===== src/rtl/demux_pkg.sv =====
// Shared types and sizing for the registered 1:2 demux and its per-channel buffers.
package demux_pkg;

  typedef enum logic {
    CH1 = 1'b0,
    CH2 = 1'b1
  } demux_ch_e;

  localparam int DEMUX_DEPTH = 2;
  localparam int DEMUX_CNT_W = 2;

  function automatic demux_ch_e demux_flip(input demux_ch_e ch);
    return (ch == CH1) ? CH2 : CH1;
  endfunction

endpackage


===== src/rtl/demux_ch_buf.sv =====
// 2-entry output buffer for one demux channel: a pushed word is visible the cycle after the push.
// Ready-in is the consumer's; full is exported so the input side stops pushing.
import demux_pkg::*;

module demux_ch_buf #(
  parameter int WIDTH = 8
) (
  input  logic             clk,
  input  logic             rst_n,
  input  logic             push,
  input  logic [WIDTH-1:0] data,
  output logic             full,
  output logic [WIDTH-1:0] y,
  output logic             y_valid,
  input  logic             y_ready
);

  localparam logic [DEMUX_CNT_W-1:0] FULL_CNT = DEMUX_CNT_W'(DEMUX_DEPTH);

  logic [WIDTH-1:0]       mem [DEMUX_DEPTH];
  logic                   wr_ptr;
  logic                   rd_ptr;
  logic [DEMUX_CNT_W-1:0] count;
  logic                   pop;

  assign y_valid = (count != '0);
  assign full    = (count == FULL_CNT);
  assign pop     = y_valid && y_ready;
  assign y       = mem[rd_ptr];

  always_ff @(posedge clk or negedge rst_n) begin
    if (!rst_n) begin
      for (int i = 0; i < DEMUX_DEPTH; i++) begin
        mem[i] <= '0;
      end
    end else if (push) begin
      mem[wr_ptr] <= data;
    end
  end

  // Pointers are 1 bit, so 1 -> 0 wrap is plain overflow.
  always_ff @(posedge clk or negedge rst_n) begin
    if (!rst_n) begin
      wr_ptr <= 1'b0;
      rd_ptr <= 1'b0;
      count  <= '0;
    end else begin
      if (push) wr_ptr <= wr_ptr + 1'b1;
      if (pop)  rd_ptr <= rd_ptr + 1'b1;
      case ({push, pop})
        2'b10:   count <= count + 1'b1;
        2'b01:   count <= count - 1'b1;
        default: count <= count;
      endcase
    end
  end

endmodule


===== src/rtl/demux_1_2_seq.sv =====
// Registered 1:2 demux, one-cycle latency into per-channel 2-entry buffers; d_ready is !full of the target channel only.
// Build with DEMUX_AUTO_ALT_EN to ignore s and alternate channels on every accepted beat.
import demux_pkg::*;

module demux_1_2_seq #(
  parameter int WIDTH = 8
) (
  input  logic             clk,
  input  logic             rst_n,
  input  logic [WIDTH-1:0] d,
  input  logic             d_valid,
  output logic             d_ready,
  input  logic             s,
  output logic [WIDTH-1:0] y1,
  output logic             y1_valid,
  input  logic             y1_ready,
  output logic [WIDTH-1:0] y2,
  output logic             y2_valid,
  input  logic             y2_ready
);

  demux_ch_e target;
  logic      accept;
  logic      full1;
  logic      full2;
  logic      push1;
  logic      push2;

`ifdef DEMUX_AUTO_ALT_EN
  demux_ch_e state;
  demux_ch_e state_nxt;
  logic      unused_s;

  assign unused_s = s;

  always_ff @(posedge clk or negedge rst_n) begin
    if (!rst_n) state <= CH1;
    else        state <= state_nxt;
  end

  // Only an accepted beat advances the toggle; a full target stalls rather than skipping.
  always_comb begin
    state_nxt = state;
    if (accept) state_nxt = demux_flip(state);
  end

  assign target = state;
`else
  assign target = demux_ch_e'(s);
`endif

  assign d_ready = (target == CH1) ? !full1 : !full2;
  assign accept  = d_valid && d_ready;
  assign push1   = accept && (target == CH1);
  assign push2   = accept && (target == CH2);

  demux_ch_buf #(.WIDTH(WIDTH)) u_buf1 (
    .clk     (clk),
    .rst_n   (rst_n),
    .push    (push1),
    .data    (d),
    .full    (full1),
    .y       (y1),
    .y_valid (y1_valid),
    .y_ready (y1_ready)
  );

  demux_ch_buf #(.WIDTH(WIDTH)) u_buf2 (
    .clk     (clk),
    .rst_n   (rst_n),
    .push    (push2),
    .data    (d),
    .full    (full2),
    .y       (y2),
    .y_valid (y2_valid),
    .y_ready (y2_ready)
  );

endmodule


===== config.mk =====
export PLATFORM = sky130hd
export DESIGN_NAME = demux_1_2_seq
export DESIGN_NICKNAME = d
export VERILOG_FILES = /design/src/rtl/demux_pkg.sv /design/src/rtl/demux_ch_buf.sv /design/src/rtl/demux_1_2_seq.sv
export SDC_FILE = /design/constraint.sdc
export NUM_CORES = 1
export LEC_CHECK = 0
export CAP_MARGIN = 10
export CORE_ASPECT_RATIO = 1.1
export CORE_MARGIN = 2
export CORE_UTILIZATION = 52
export DETAILED_ROUTE_END_ITERATION = 7
export PLACE_DENSITY = 0.79
export SLEW_MARGIN = 0
export SYNTH_ARGS = -nofsm -noshare
export SYNTH_HDL_FRONTEND = slang
export SYNTH_SLANG_ARGS = --single-unit
export TNS_END_PERCENT = 100

===== constraint.sdc =====
create_clock -name clk -period 1.9 [get_ports clk]
set_clock_uncertainty 0.15 [all_clocks]
set_input_delay 0.19 -clock clk [delete_from_list [all_inputs] [get_ports clk]]
set_output_delay 0.19 -clock clk [all_outputs]
set_load 0.01 [all_outputs]

==> results of run 1 <==
-- worst reg2reg max path, stage by stage (launching register included) --
cell and delay, ps:
dfrtp_1 420, or2_2 300, and2_1 190, ha_1 320, nor2_1 150, xor2_1 160
-- Yosys cell counts (all sizes together) --
| master | number |
|---|---|
| or3b | 1 |
| xnor2 | 6 |
| nor2b | 2 |
| dfrtp | 40 |
| nor3 | 2 |
| or2 | 2 |
| ha | 2 |
| nand4 | 1 |
| a21oi | 1 |
| and2 | 2 |
| nor2 | 3 |
| mux2 | 48 |
| clkbuf | 2 |
| nand3 | 1 |
| nand2b | 4 |
| nand2 | 1 |
| xor2 | 4 |
| buf | 1 |
-- stage by stage --
stage	worst slack [ps]	total power, mW	util [%]	hold slack (ps)	area [µm²]
2_1_floorplan	182	2.74	-	-256	1850
3_3_place_gp	12.2	3.53	68.1	112	2290
5_1_grt	-13.0	4.43	72.5	299	2430
3_5_place_dp	-10.7	3.62	68.1	124	2290
6_report	64.2	4.13	72.5	265	2430
4_1_cts	44.6	4.15	72.3	262	2430
-- worst paths after layout --
check,end,slack (ps),cells past startpoint
worst min-delay path,u_buf1.mem[6],270,3
max in group asynchronous,u_buf2.rd_ptr,950,3
worst max register to register,u_buf2.count[1],140,5
min in group clk,u_buf1.mem[13],350,1
worst min register to register,u_buf1.mem[13],350,1
worst max-delay path,y1[3],60,3
-- per-layer routing --
metal	wire length [µm]	vias to the layer above	share of wire, %
li1	-	548	-
met1	1580	598	44
met2	1850	25	52
met3	120	4	3.3
met4	32	0	0.89
met5	0	-	0
-- final cells by class --
cell class,instances,area share [%]
Tap cell,48,2.47
Sequential cell,40,41.3
Clock inverter,2,1.59
Timing Repair Buffer,52,18.2
Clock buffer,6,2.11
Multi-Input combinational cell,80,34.3
-- timing repair --
item,CTS,global route
resized for setup,25,2
endpoints found under the setup margin,19,4
hold endpoints to repair,40,0
hold buffers,1,0
buffers inserted,8,0
-- power groups by stage --
stage	logic [mW]	registers (mW)	clock network, mW
final	1.99	1.55	0.599
after global placement	1.91	1.62	0
after floorplan	1.25	1.49	0
after CTS	2.00	1.54	0.610
after global routing	2.16	1.60	0.658
after detailed placement	1.96	1.66	0
-- registers in the layout, summed over array words and instances (netlist names) --
| signal | cells |
|---|---|
| u_buf1.wr_ptr | 1 |
| u_buf1.rd_ptr | 1 |
| u_buf1.count | 2 |
| u_buf2.rd_ptr | 1 |
| u_buf1.mem | 16 |
| u_buf2.mem | 16 |
| u_buf2.wr_ptr | 1 |
| u_buf2.count | 2 |
-- logic make-up (layout without fill, tap and decap cells) --
logic type / after synthesis / in the layout / synth area share [%]
flip-flops: 40 / 40 / 54.2
XOR/XNOR: 10 / 10 / 4.74
multiplexers: 48 / 48 / 30.9
AO/OA/AOI/OAI: 1 / 1 / 0.271
AND/OR/NAND/NOR: 19 / 19 / 7.58
buffers and inverters: 3 / 60 / 1.02
adder cells (fa/ha/maj): 2 / 2 / 1.35
==> impl_metrics.ini, run 1 <==
[layout]
finalNetCount = 195
regArea_um2 = 1000
drive_gt1_share_pct = 43.3
layout_common_cells = 37 x dfrtp_1, 32 x mux2_2, 19 x dlygate4sd2_1, 18 x buf_4, 12 x clkdlybuf4s50_1
area_delta_synth_final_pct = 31.8
final_common_cell = dfrtp_1
stdcell_count = 228
multiInputGateArea_um2 = 836
fillers = 260
antenna_cells = 0

[global_routing]
gr-max-usage-layer = met2
met1_usage_pct = 27.9
grt_max_degree = 41
antenna_found_initial = 0
first_global_vias = 1315
grt_overflow = 0
met3_usage_pct = 5.24
grt_use_total_pct = 21.5
grt_pass1_wl_um = 6230
use_met2_pct = 35.6

[timing]
worst_pin_slew_ps = 498
fmax_ghz = 0.545
max_slew_margin_pct = 66.8
period_share_pct = 96.6
drv_slew = 0
setup_violations = 0
fin_tns_setup_ps = 0
finalHoldViolations = 0
timing.final.crit_period_ps = 1840

[clock_network]
cts_root_buf = clkbuf_4
cts.sinks = 40
cts_buffers = 5
clk_path_buf_depth = 2
clk_pin_slew_ps = 130
htreeDepth = 2
clock_latency_ps = 340
cts_tree = yes

[logic_synthesis]
yosys.area.top_type = dfrtp_1
syn_area_per_cell_um2 = 15.0
ys_seq_area_share_pct = 54.2
synth_fp_nets = 139
yosys_warnings = 0
netlist_top_cells_area = dfrtp_1 54%, mux2_2 19%, mux2_4 6.5%
netlist_area_um2 = 1850
synth_seq_cells = 40
syn_inst = 123
yosysUniqueCellTypes = 22
synth_top_area_share_pct = 54.2

[placed_design]
place_congestion = 0.746
dp_hpwl_um = 2510
dp_cells = 211
portBuffers = 32

[setup_path]
path_delay_family = buffers and inverters
cp-end-kind = primary output
path_class = reg2out
cp-start-kind = flip-flop
cp_slowest_cell = dfrtp_2
crit_path_start = u_buf1.rd_ptr
cp_slowest_stage_delay_ps = 370
path_buf_inv = 2
worstPathCellList = clkbuf_4 -> mux2_2 -> dlygate4sd2_1
crit_arrival_ps = 1500
worst_r2r_startpoint = u_buf2.count[1]
required_ps = 1560
path_max_fanout = 4

[pwr]
p_sw_mw = 1.32
p_leak_nw = 1.11
swShare_pct = 32.0
pwr-share-seq_pct = 37.4
power.density_nw_per_um2 = 1700
pwr-share-comb_pct = 48.1
ir_drop_uv = 1030
clkPwrFrac_pct = 14.5
intPower_mw = 2.81

[floorplanning]
dieWidth_um = 60.8
dieArea_um2 = 4050
initial_utilization_pct = 55.0
core_area_um2 = 3360
fp-row-count = 22
io_pins = 33
die_h_um = 66.5

[detailed_routing]
remaining_drc_errors = 0
vias = 1175
drtIter0Drc = 51
wl_per_cell_um = 15.7
vias_per_cell = 5.15
ant_nets = 0
firstDrtPassIters = 4
drt_wl_total_um = 3580

[flow_run]
cap_violations = 0

[status]
status = finished, final reports clean

[worst_hold_path]
hold_class = in2async
No activity file was read; power rests on OpenSTA's default activity.
==> inputs of run 2 (changes only) <==
--- a/config.mk
+++ b/config.mk
@@ -10,9 +10,9 @@
 export CORE_MARGIN = 2
 export CORE_UTILIZATION = 52
 export DETAILED_ROUTE_END_ITERATION = 7
+export HOLD_SLACK_MARGIN = 0.12
 export PLACE_DENSITY = 0.79
 export SLEW_MARGIN = 0
 export SYNTH_ARGS = -nofsm -noshare
 export SYNTH_HDL_FRONTEND = slang
 export SYNTH_SLANG_ARGS = --single-unit
-export TNS_END_PERCENT = 100
==> results of run 2 <==
Final layout, timing and power as in run 1 (identical DEF).
